**src/rtl/mem_bus_arbiter_pkg.sv**
```systemverilog
// -----------------------------------------------------------------------------
// mem_bus_arbiter_pkg
// Shared definitions for the memory bus arbiter:
//   - arb_state_t : arbiter FSM state encodings
//   - ZeroWord, WriteDisable and the byte-enable constants
//   - is_store()  : true when a byte-enable vector writes at least one byte
// -----------------------------------------------------------------------------
package mem_bus_arbiter_pkg;

  typedef enum logic [1:0] {
    ARB_IDLE    = 2'd0,
    ARB_GNT_IF  = 2'd1,
    ARB_GNT_MEM = 2'd2
  } arb_state_t;

  localparam logic [31:0] ZeroWord     = 32'h0000_0000;
  localparam logic [3:0]  WriteDisable = 4'b0000;
  localparam logic [3:0]  ByteEn0      = 4'b0001;
  localparam logic [3:0]  ByteEn1      = 4'b0010;
  localparam logic [3:0]  ByteEn2      = 4'b0100;
  localparam logic [3:0]  ByteEn3      = 4'b1000;
  localparam logic [3:0]  ByteEnHalfLo = 4'b0011;
  localparam logic [3:0]  ByteEnHalfHi = 4'b1100;
  localparam logic [3:0]  ByteEnAll    = 4'b1111;

  function automatic logic is_store(input logic [3:0] we);
    return we != WriteDisable;
  endfunction

endpackage

```
**src/rtl/mem_bus_arbiter_timeout_cnt.sv**
```systemverilog
// -----------------------------------------------------------------------------
// bus_timeout_cnt
// Busy-cycle counter for one bus grant. Counts while en is high, returns to
// zero on clr, and raises tc while the count equals TIMEOUT-1 (i.e. during the
// TIMEOUT-th busy cycle). Intended for TIMEOUT >= 1; the parent ties tc low
// instead of instantiating this when the timeout is disabled.
// Ports:
//   clk, rst : clock, synchronous active-high reset
//   clr      : return count to 0 (priority over en)
//   en       : advance count by one
//   tc       : terminal-count flag (combinational from the count)
// -----------------------------------------------------------------------------
module bus_timeout_cnt #(
  parameter int TIMEOUT = 16
) (
  input  logic clk,
  input  logic rst,
  input  logic clr,
  input  logic en,
  output logic tc
);

  localparam int CNT_W = (TIMEOUT > 1) ? $clog2(TIMEOUT) : 1;

  logic [CNT_W-1:0] cnt_reg;

  always_ff @(posedge clk) begin
    if (rst || clr) begin
      cnt_reg <= '0;
    end else if (en) begin
      cnt_reg <= cnt_reg + 1'b1;
    end
  end

  assign tc = (cnt_reg == CNT_W'(TIMEOUT - 1));

endmodule

```
**src/rtl/mem_bus_arbiter.sv**
```systemverilog
// -----------------------------------------------------------------------------
// mem_bus_arbiter
// Shares one single-ported RAM bus between the instruction fetch port
// (read only) and the mem-stage port (loads and byte-enabled stores).
// Ports:
//   clk, rst                       : clock, synchronous active-high reset
//   if_req/if_addr                 : fetch request, held until if_ack
//   if_ack/if_rdata                : fetch completion + data (combinational)
//   mem_req/mem_addr/mem_we/wdata  : load/store request, held until mem_ack
//   mem_ack/mem_rdata              : load/store completion + data (comb.)
//   stallreq_if/stallreq_mem       : pipeline stall requests (combinational)
//   ram_ce_o/addr_o/we_o/wdata_o   : registered RAM command
//   ram_rdata_i/ram_ready_i        : RAM read data, access-complete strobe
//   bus_err_o                      : registered one-cycle timeout-abort pulse
// -----------------------------------------------------------------------------
module mem_bus_arbiter
  import mem_bus_arbiter_pkg::*;
#(
  parameter int ADDR_W  = 32,
  parameter int DATA_W  = 32,
  parameter int TIMEOUT = 16
) (
  input  logic              clk,
  input  logic              rst,
  input  logic              if_req,
  input  logic [ADDR_W-1:0] if_addr,
  output logic              if_ack,
  output logic [DATA_W-1:0] if_rdata,
  input  logic              mem_req,
  input  logic [ADDR_W-1:0] mem_addr,
  input  logic [3:0]        mem_we,
  input  logic [DATA_W-1:0] mem_wdata,
  output logic              mem_ack,
  output logic [DATA_W-1:0] mem_rdata,
  output logic              stallreq_if,
  output logic              stallreq_mem,
  output logic              ram_ce_o,
  output logic [ADDR_W-1:0] ram_addr_o,
  output logic [3:0]        ram_we_o,
  output logic [DATA_W-1:0] ram_wdata_o,
  input  logic [DATA_W-1:0] ram_rdata_i,
  input  logic              ram_ready_i,
  output logic              bus_err_o
);

  arb_state_t        state_reg, state_next;
  logic              ram_ce_reg, ram_ce_next;
  logic [ADDR_W-1:0] ram_addr_reg, ram_addr_next;
  logic [3:0]        ram_we_reg, ram_we_next;
  logic [DATA_W-1:0] ram_wdata_reg, ram_wdata_next;
  logic              bus_err_reg, bus_err_next;

  logic busy;
  logic tc;
  logic finish;

  assign busy   = (state_reg != ARB_IDLE);
  // A grant ends either on RAM ready or on timeout; ready wins if both.
  assign finish = busy && (ram_ready_i || tc);

  generate
    if (TIMEOUT > 0) begin : g_timeout
      bus_timeout_cnt #(.TIMEOUT(TIMEOUT)) u_timeout_cnt (
        .clk (clk),
        .rst (rst),
        .clr (finish || !busy),
        .en  (busy),
        .tc  (tc)
      );
    end else begin : g_no_timeout
      assign tc = 1'b0;
    end
  endgenerate

  // State and registered bus command
  always_ff @(posedge clk) begin
    if (rst) begin
      state_reg     <= ARB_IDLE;
      ram_ce_reg    <= 1'b0;
      ram_addr_reg  <= '0;
      ram_we_reg    <= WriteDisable;
      ram_wdata_reg <= '0;
      bus_err_reg   <= 1'b0;
    end else begin
      state_reg     <= state_next;
      ram_ce_reg    <= ram_ce_next;
      ram_addr_reg  <= ram_addr_next;
      ram_we_reg    <= ram_we_next;
      ram_wdata_reg <= ram_wdata_next;
      bus_err_reg   <= bus_err_next;
    end
  end

  // Next state. On completion the other requester is granted directly; the
  // just-served one is never re-granted, so continuous requests alternate.
  always_comb begin
    state_next = state_reg;
    case (state_reg)
      ARB_IDLE: begin
        if (mem_req)     state_next = ARB_GNT_MEM;
        else if (if_req) state_next = ARB_GNT_IF;
      end
      ARB_GNT_IF: begin
        if (finish) state_next = mem_req ? ARB_GNT_MEM : ARB_IDLE;
      end
      ARB_GNT_MEM: begin
        if (finish) state_next = if_req ? ARB_GNT_IF : ARB_IDLE;
      end
      default: state_next = ARB_IDLE;
    endcase
  end

  // Outputs: acks, read data, and the next RAM command
  always_comb begin
    ram_ce_next    = ram_ce_reg;
    ram_addr_next  = ram_addr_reg;
    ram_we_next    = ram_we_reg;
    ram_wdata_next = ram_wdata_reg;
    bus_err_next   = finish && !ram_ready_i;

    // A requester that dropped its req early loses its ack; the grant still ends.
    if_ack  = (state_reg == ARB_GNT_IF)  && finish && if_req;
    mem_ack = (state_reg == ARB_GNT_MEM) && finish && mem_req;

    if_rdata  = (if_ack && ram_ready_i) ? ram_rdata_i : DATA_W'(ZeroWord);
    mem_rdata = (mem_ack && ram_ready_i && !is_store(ram_we_reg))
                ? ram_rdata_i : DATA_W'(ZeroWord);

    // Self-transitions never happen on a completion edge, so a state change
    // marks exactly the edges where the command must be reloaded or dropped.
    if (state_next != state_reg) begin
      case (state_next)
        ARB_GNT_MEM: begin
          ram_ce_next    = 1'b1;
          ram_addr_next  = mem_addr;
          ram_we_next    = mem_we;
          ram_wdata_next = mem_wdata;
        end
        ARB_GNT_IF: begin
          ram_ce_next    = 1'b1;
          ram_addr_next  = if_addr;
          ram_we_next    = WriteDisable;
          ram_wdata_next = DATA_W'(ZeroWord);
        end
        default: begin
          ram_ce_next = 1'b0;
          ram_we_next = WriteDisable;
        end
      endcase
    end
  end

  assign stallreq_if  = if_req  && !if_ack;
  assign stallreq_mem = mem_req && !mem_ack;

  assign ram_ce_o    = ram_ce_reg;
  assign ram_addr_o  = ram_addr_reg;
  assign ram_we_o    = ram_we_reg;
  assign ram_wdata_o = ram_wdata_reg;
  assign bus_err_o   = bus_err_reg;

endmodule

```
**config.mk**
```make
export PLATFORM = sky130hd
export DESIGN_NAME = mem_bus_arbiter
export DESIGN_NICKNAME = d
export VERILOG_FILES = /design/src/rtl/mem_bus_arbiter_pkg.sv /design/src/rtl/mem_bus_arbiter_timeout_cnt.sv /design/src/rtl/mem_bus_arbiter.sv
export SDC_FILE = /design/constraint.sdc
export NUM_CORES = 1
export LEC_CHECK = 0
export ABC_AREA = 1
export CAP_MARGIN = 10
export CORE_MARGIN = 10
export CORE_UTILIZATION = 30
export DETAILED_ROUTE_END_ITERATION = 7
export GPL_TIMING_DRIVEN = 0
export PLACE_DENSITY_LB_ADDON = 0.15
export SLEW_MARGIN = 20
export SYNTH_ARGS = -nofsm -noshare
export SYNTH_HDL_FRONTEND = slang
export SYNTH_SLANG_ARGS = --single-unit
```
**constraint.sdc**
```tcl
create_clock -name clk -period 3.06 [get_ports clk]
set_input_delay 0.306 -clock clk [delete_from_list [all_inputs] [get_ports clk]]
set_output_delay 0.306 -clock clk [all_outputs]
set_load 0.02 [all_outputs]
```
# == After elaboration in Yosys (flattened, before gate mapping) ==
# Index checks and enable logic that the tools add are counted.
# totals
regBits,76
# classes
eq_ne,6
add_sub_neg,1
n_reduce_logical,25
mux,13
# op_table
op,n
32-bit one-hot mux with 2 select lines,2
32-bit two-way mux,2
1-bit logical AND,11
2-bit two-way mux,5
2-bit one-hot mux with 3 select lines,1
1-bit zero test,5
4-bit by 1-bit adder with 4-bit output (second input constant),1
2-bit by 1-bit == test with 1-bit output (second input constant),2
2-bit == test (second input constant),2
4-bit == test (second input constant),1
4-bit two-way mux,1
2-bit nonzero test,2
4-bit nonzero test,1
1-bit logical OR,3
2-bit zero test,1
1-bit two-way mux,2
2-bit != test,1
2-bit AND reduction,1
2-bit OR reduction,1

# == Depth between registers and ports, before layout ==
# Gate-level depths: netlist of run 1.
# logic_depth
word_depth,8
mapped_depth,16
mapped_depth_nobuf,14

# == Modules after synthesis ==
# From an unflattened synthesis of run 1, not the netlist that was laid out.
# unflattened
cells_unflattened,650
area_unflattened_um2,4134.0
# modules_own_cells
mod,n_inst,area_per_inst_um2,seq_area_each_um2,cells_per_inst
mem_bus_arbiter,1,3957.5,1441.4,626
bus_timeout_cnt,1,176.4,80.1,24

# == Worst setup path after synthesis of run 1 ==
# Ideal clock, no wire load.
# synth_path
path_type,reg2reg
start,register g_timeout.u_timeout_cnt.cnt_reg[0]
end,"register ram_addr_reg[10], in the netlist ram_addr_o[10]"
path_slack_ps,796
stages_incl_launch_ff,14
t_arrival_ps,2152
n_path_buf,2
required_ps,2947
path_cell_list,dfxtp_1 -> ha_1 -> nand3_2 -> nand2_2 -> nand2_1 -> nand2_1 -> nand2_2 -> nand2_1 -> ha_1 -> buf_2 -> clkbuf_1 -> mux2_2 -> nor2_1 -> nor2_1
# synth_via
elab_chain_cells,8
# synth_lines
item,line_no,text
from (decl),mem_bus_arbiter_timeout_cnt.sv:25,logic [CNT_W-1:0] cnt_reg;
from (signal assigned),mem_bus_arbiter_timeout_cnt.sv:31,cnt_reg <= cnt_reg + 1'b1;
4-bit == test (*),mem_bus_arbiter_timeout_cnt.sv:35,assign tc = (cnt_reg == CNT_W'(TIMEOUT - 1));
1-bit logical OR (*),mem_bus_arbiter.sv:59,assign finish = busy && (ram_ready_i || tc);
1-bit logical AND (*),mem_bus_arbiter.sv:59,
2-bit two-way mux (on tied branches),"mem_bus_arbiter.sv:107, mem_bus_arbiter.sv:104",
2-bit one-hot mux with 3 select lines (*),mem_bus_arbiter.sv:98,case (state_reg)
named net state_next[0],mem_bus_arbiter.sv:46,"arb_state_t state_reg, state_next;"
2-bit == test or 2-bit by 1-bit == test with 1-bit output (tied branches),mem_bus_arbiter.sv:132,case (state_next)
2-bit nonzero test (no line),-,
2-bit AND reduction (no line),-,
to (signal assigned),mem_bus_arbiter.sv:87,ram_addr_reg <= ram_addr_next;
to (decl),mem_bus_arbiter.sv:48,"logic [ADDR_W-1:0] ram_addr_reg, ram_addr_next;"
# The timed path passes the listed nets; every way through them passes the cells marked *.
# A chain may end at the register's enable or synchronous reset.

# == Worst setup path after layout of run 1 ==
# layout_path
start,register g_timeout.u_timeout_cnt.cnt_reg[0]
end,output mem_rdata[5]
# layout_via
elab_chain_cells,8
# layout_lines
item,line_no,text
4-bit == test,mem_bus_arbiter_timeout_cnt.sv:35,
1-bit logical OR,mem_bus_arbiter.sv:59,
1-bit logical AND,mem_bus_arbiter.sv:59,
1-bit logical AND (2 in series),mem_bus_arbiter.sv:123,mem_ack = (state_reg == ARB_GNT_MEM) && finish && mem_req;
1-bit logical AND (2 in series),mem_bus_arbiter.sv:126,mem_rdata = (mem_ack && ram_ready_i && !is_store(ram_we_reg))
32-bit two-way mux,mem_bus_arbiter.sv:127,? ram_rdata_i : DATA_W'(ZeroWord);
to (decl),mem_bus_arbiter.sv:34,"output logic [DATA_W-1:0] mem_rdata,"
# Every way passes these cells.

==> results of run 1 <==
final timing paths:
check / start / cells past startpoint / end
max reg2reg: g_timeout.u_timeout_cnt.cnt_reg[0]$_SDFFE_PP0N_ / 14 / ram_wdata_o[2]$_SDFFE_PP0P_
min: g_timeout.u_timeout_cnt.cnt_reg[0]$_SDFFE_PP0N_ / 1 / g_timeout.u_timeout_cnt.cnt_reg[0]$_SDFFE_PP0N_
max: g_timeout.u_timeout_cnt.cnt_reg[0]$_SDFFE_PP0N_ / 9 / mem_rdata[5]
min reg2reg: g_timeout.u_timeout_cnt.cnt_reg[0]$_SDFFE_PP0N_ / 1 / g_timeout.u_timeout_cnt.cnt_reg[0]$_SDFFE_PP0N_
power by group through the flow:
stage | Combinational, mW | Clock (mW) | Sequential [mW]
after floorplan | 0.547 | 0 | 1.42
after global placement | 1.35 | 0 | 1.23
after detailed placement | 1.36 | 0 | 1.24
after CTS | 1.37 | 1.10 | 1.22
after global routing | 1.49 | 1.13 | 1.23
final | 1.34 | 1.06 | 1.22
layer usage:
| layer | GRT usage | vias to the layer above | part of all wire |
|---|---|---|---|
| li1 | - | 2557 | - |
| met1 | 0.182 | 1992 | 0.41 |
| met2 | 0.295 | 135 | 0.51 |
| met3 | 0.0609 | 6 | 0.071 |
| met4 | 0.0412 | 0 | 0.0083 |
| met5 | 0 | - | 0 |
critical path: cells and delay by family, from the launching register on:
family,cells,cell delay [ns]
buf+inv,2,0.87
simple gates,6,0.77
flops,1,0.36
fa+ha+maj,1,0.20
per-stage QoR:
| stage | cells | cell area [um^2] | power (mW) |
|---|---|---|---|
| floorplan | 694 | 4270 | 1.96 |
| global placement | 1148 | 7230 | 2.59 |
| detailed placement | 1148 | 7230 | 2.59 |
| CTS | 1162 | 7520 | 3.68 |
| global route | 1162 | 7570 | 3.86 |
| finish | 1162 | 7570 | 3.62 |
cell usage after synthesis (2+ instances only):
library cell	count	area, um^2
nor2_1	239	897
nand2_1	141	529
inv_1	136	510
dfxtp_1	76	1520
mux2_2	32	360
clkbuf_1	15	56.3
a21oi_1	7	35.0
buf_2	6	30.0
buf_4	6	45.0
buf_6	6	67.6
nand3_1	5	25.0
nand2_2	4	25.0
o21ai_0	4	20.0
ha_1	3	37.5
inv_2	3	11.3
nand4_1	2	12.5
cell type report:
cell class                      count  area share
Clock inverter                      2     0.00463
Multi-Input combinational cell    444       0.265
Inverter                          140      0.0694
Clock buffer                       12      0.0339
Sequential cell                    76       0.201
Buffer                             34      0.0287
Timing Repair Buffer              274       0.368
Tap cell                          180      0.0297
repair_timing:
action | 4_1_cts | 5_1_grt
hold endpoints to repair | 0 | 0
endpoints found under the setup margin | 0 | 37
gates resized for setup | 0 | 26
buffers inserted | 0 | 0
cells by family (layout without fill, tap and decap cells):
logic type / Yosys count / count (layout)
simple gates: 396 / 396
flops: 76 / 76
compound gates: 11 / 11
buf+inv: 174 / 462
mux: 32 / 32
xor+xnor: 2 / 2
fa+ha+maj: 3 / 3
layout by cell type (no fill, tap or decap), drive strengths merged, types with 6 or more instances in the layout:
cell type / netlist / layout
a21oi: 7 / 7
buf: 19 / 21
clkbuf: 15 / 25
clkdlybuf4s50: 0 / 256
dfxtp: 76 / 76
dlymetal6s2s: 0 / 18
inv: 139 / 139
mux2: 32 / 32
nand2: 146 / 146
nand3: 6 / 6
nor2: 239 / 239
==> run summary, run 1 <==
Place WS: -0.00142 ns
Fmax: 353 MHz
status: complete, no violations
gpl congestion: 0.814
sw frac: 0.322
Synth Warn #: 0
Sw Pwr: 1.17 mW
Rel. slew slack: 0.629
Crit. End Element: output pin
footprint of the multi-input gates: 0.00200 mm^2
syn_nets: 834
vias in the first global route: 4521
Hold Slack: 0.459 ns
Peak supply drop: 0.358 mV
largest family of logic cells by synthesized area: simple AND/OR/NAND/NOR gates
Max-Cap Viols: 0
final period utilization: 0.925
PD cells: 478 mW/mm^2
Seq cells post-synth: 76
clock buffer count from CTS: 9
Yosys cell types: 25
ys async rst share: 0
post-synthesis sequential area ratio: 0.357
crit path max fanout: 10
P_int: 2.46 mW
# DRC: 0
Via density: 4.04
setup TNS: 0 ns
Synth Area per Inst: 6.15 um^2
Clk Latency, worst-skew pair: 0.34 ns
Critical Path Max Stage Delay: 0.63 ns
CORE AREA: 0.0139 mm^2
largest net degree at the start of global routing: 12
final hold viol count: 0
most used flip-flop cell after synthesis: dfxtp_1
die height: 139 um
CTS root buffer: clkbuf_16
Compound-Gate Fraction of Synth Area: 0.0129
via count: 4690
Initial Util: 0.307
I/O Buffers: 274
total global routing overflow: 0
Mapped Area: 0.00427 mm^2
Post-Synth XOR/XNOR Area: 0.00411
CTS tree: yes
Critical Path RT: 2.75 ns
Slowest-stage cell, CP: clkdlybuf4s50_1
worst hold path class: reg -> reg
fin util: 0.546
Reg area: 0.00152 mm^2
worst slew pin tran: 0.557 ns
Setup crit start kind: register
DRT iter0 DRCs: 142
number of iterations in the first detailed-routing pass: 4
CTS sink count: 76
Tmin final: 2.83 ns
Hold Buf Count CTS: 0
Clock Path Buffers: 2
Setup Viol. Count Final: 0
CP arrival: 2.52 ns
combinational share of power: 0.371
first-pass GRT wire length: 26.0 mm
leakage: 3.96 nW
Total GRT Usage: 0.166
Post-Synth Adder-Cell Area: 0.00880
Post-synth EDFFs: 0
Seq pwr share: 0.335
Setup WS post-layout: 0.230 ns
WL/cell: 14.4 um
Reg2Reg Setup Slack: 0.37 ns
Final Skew: 0.00853 ns
Layout area overhead: 77.6%
CP Class: reg -> out
H-tree level count: 3
Die W: 139 um
Ant. Diodes: 0
Reg clk slew, reported paths: 0.06 ns
Std-Cell Rows: 43
post-DP HPWL: 13.7 mm
max-slew violations: 0
CP Cell Sequence: ha_1, nand3_2, nand2_2, nand3_1, nor2_1, nand3_1, clkbuf_2, nor2_1, clkdlybuf4s50_1
share of layout cells above drive strength 1: 0.0784
ANT nets after route: 0
simple-gate portion of the synthesized area: 0.360
Cells after Synth: 694
fin nets: 1119
Routed WL: 16.7 mm
mux contribution to synthesized area: 0.0845
Top-Level Pins: 275
die area: 0.0194 mm^2
initial antenna violation count: 0
number of filler cells placed in the layout: 1397
clock share of power: 0.294
Note: power is estimated with default switching activity, not from simulation.
==> run 2: changes to the inputs <==
--- a/config.mk
+++ b/config.mk
@@ -12,6 +12,7 @@
 export DETAILED_ROUTE_END_ITERATION = 7
 export GPL_TIMING_DRIVEN = 0
 export PLACE_DENSITY_LB_ADDON = 0.15
+export SKIP_CTS_REPAIR_TIMING = 1
 export SLEW_MARGIN = 20
 export SYNTH_ARGS = -nofsm -noshare
 export SYNTH_HDL_FRONTEND = slang
==> results of run 2 <==
Final layout, timing and power as in run 1 (identical DEF).
==> run 3: changes to the inputs <==
--- a/config.mk
+++ b/config.mk
@@ -7,6 +7,7 @@
 export LEC_CHECK = 0
 export ABC_AREA = 1
 export CAP_MARGIN = 10
+export CORE_ASPECT_RATIO = 0.6
 export CORE_MARGIN = 10
 export CORE_UTILIZATION = 30
 export DETAILED_ROUTE_END_ITERATION = 7
==> run summary, run 3 (synthesis gave the netlist of run 1 again) <==
Total GRT Usage: 0.165
Cells after DPL: 1160
final period utilization: 0.932
P_int: 2.52 mW
gpl congestion: 0.800
vias in the first global route: 4585
Clock Path Buffers: 2
# DRC: 0
Sw Pwr: 1.18 mW
largest net degree at the start of global routing: 13
Critical Path RT: 2.75 ns
Setup crit end: if_rdata[15]
Max-Cap Viols: 0
Seq pwr share: 0.329
Via density: 4.03
Hold Slack: 0.450 ns
number of filler cells placed in the layout: 1362
footprint of the multi-input gates: 0.00201 mm^2
DRT iter0 DRCs: 206
total global routing overflow: 0
combinational share of power: 0.365
Ant. Diodes: 0
clock share of power: 0.306
H-tree level count: 3
Tmin final: 2.85 ns
setup TNS: 0 ns
ANT nets after route: 0
leakage: 3.89 nW
reg-to-reg critical path endpoint: ram_wdata_o[25]$_SDFFE_PP0P_
commonest non-fill, non-tap cells in the layout: clkdlybuf4s50_1, nor2_1, nand2_1, inv_1, dfxtp_1
worst slew pin tran: 0.588 ns
crit path launch: g_timeout.u_timeout_cnt.cnt_reg[0]$_SDFFE_PP0N_
CP Class: reg -> out
CTS root buffer: clkbuf_16
worst-case reg-to-reg path depth: 14
Std-Cell Rows: 33
Post-Layout Cell Count: 1174
worst hold path class: reg -> reg
fin util: 0.552
die area: 0.0195 mm^2
Rel. slew slack: 0.608
final hold viol count: 0
first-pass GRT wire length: 26.0 mm
CTS sink count: 76
Reg area: 0.00152 mm^2
post-DP HPWL: 13.9 mm
Top-Level Pins: 275
Setup crit start kind: register
Fmax: 351 MHz
number of iterations in the first detailed-routing pass: 4
I/O Buffers: 274
status: complete, no violations
Clk Latency, worst-skew pair: 0.33 ns
fin nets: 1119
Die W: 174 um
Overall Power: 3.70 mW
die height: 112 um
PD cells: 487 mW/mm^2
sw frac: 0.320
Layout area overhead: 78.3%
WL/cell: 14.4 um
CTS tree: yes
via count: 4736
crit path max fanout: 10
clock buffer count from CTS: 9
RR Startpoint: g_timeout.u_timeout_cnt.cnt_reg[0]$_SDFFE_PP0N_
Routed WL: 16.9 mm
max-slew violations: 0
CORE AREA: 0.0138 mm^2
share of layout cells above drive strength 1: 0.0804
Peak supply drop: 0.333 mV
Reg clk slew, reported paths: 0.06 ns
RSZ-0062 raised after global routing: false
Setup Viol. Count Final: 0
commonest non-fill, non-tap cell in the layout: clkdlybuf4s50_1
CP arrival: 2.55 ns
Initial Util: 0.309
initial antenna violation count: 0
Crit. End Element: output pin
Reg2Reg Setup Slack: 0.36 ns
Final Skew: 0.00783 ns
==> run 3: cell types whose count changed in the layout (fill, tap and decap cells not counted), sizes merged <==
cell	previous run	this run
clkdlybuf4s50	256	260
dlymetal6s2s	18	14
clkinvlp	0	2
buf	21	20
bufinv	1	2
clkbuf	25	24
clkinv	2	1
==> run 3: worst min-delay path by stage <==
stage                                                         start                                               to  slack [ns]  cells past startpoint
floorplan                                                       rst                            ram_ce_o$_SDFFE_PP0P_        0.38                      1
global placement    g_timeout.u_timeout_cnt.cnt_reg[0]$_SDFFE_PP0N_  g_timeout.u_timeout_cnt.cnt_reg[0]$_SDFFE_PP0N_        0.43                      1
detailed placement  g_timeout.u_timeout_cnt.cnt_reg[0]$_SDFFE_PP0N_  g_timeout.u_timeout_cnt.cnt_reg[0]$_SDFFE_PP0N_        0.44                      1
CTS                 g_timeout.u_timeout_cnt.cnt_reg[0]$_SDFFE_PP0N_  g_timeout.u_timeout_cnt.cnt_reg[0]$_SDFFE_PP0N_        0.45                      1
global route        g_timeout.u_timeout_cnt.cnt_reg[0]$_SDFFE_PP0N_  g_timeout.u_timeout_cnt.cnt_reg[0]$_SDFFE_PP0N_        0.48                      1
finish              g_timeout.u_timeout_cnt.cnt_reg[0]$_SDFFE_PP0N_  g_timeout.u_timeout_cnt.cnt_reg[0]$_SDFFE_PP0N_        0.45                      1
==> run 3: area by class of cell <==
type / count / share of cell area
repair buffers: 274 / 0.365
clock buffers: 10 / 0.0314
clock inverters: 4 / 0.00987
well taps: 192 / 0.0316
inverters: 140 / 0.0691
flip-flops and latches: 76 / 0.200
plain buffers: 34 / 0.0286
multi-input cells: 444 / 0.264
==> run 3: per-layer routing <==
metal	wire, um	track usage	vias up
met5	0	0	-
met4	103	0.0278	0
met3	1360	0.0693	9
met2	7570	0.267	153
met1	7880	0.203	2021
li1	-	-	2553
==> run 3: critical path: stages, from the launching register on <==
cell             delay, ns
dfxtp_1               0.36
ha_1                  0.19
nand3_2               0.11
nand2_2               0.12
nand2_1               0.09
nor4_2                0.18
nand2_1               0.19
buf_2                 0.23
nor2_1                0.11
clkdlybuf4s50_1       0.65
==> run 3: power groups by stage <==
stage / clock network [mW] / registers, mW / logic, mW
final: 1.13 / 1.22 / 1.35
after global routing: 1.22 / 1.24 / 1.50
after CTS: 1.17 / 1.22 / 1.37
after detailed placement: 0 / 1.24 / 1.36
after global placement: 0 / 1.23 / 1.36
after floorplan: 0 / 1.42 / 0.547
==> run 3: stage by stage <==
stage | area, um^2 | setup WS (ns)
after global placement | 7250 | -0.00911
after floorplan | 4270 | 0.796
after global routing | 7610 | 0.0115
final | 7610 | 0.208
after detailed placement | 7250 | -0.0102
after CTS | 7560 | 0.0913
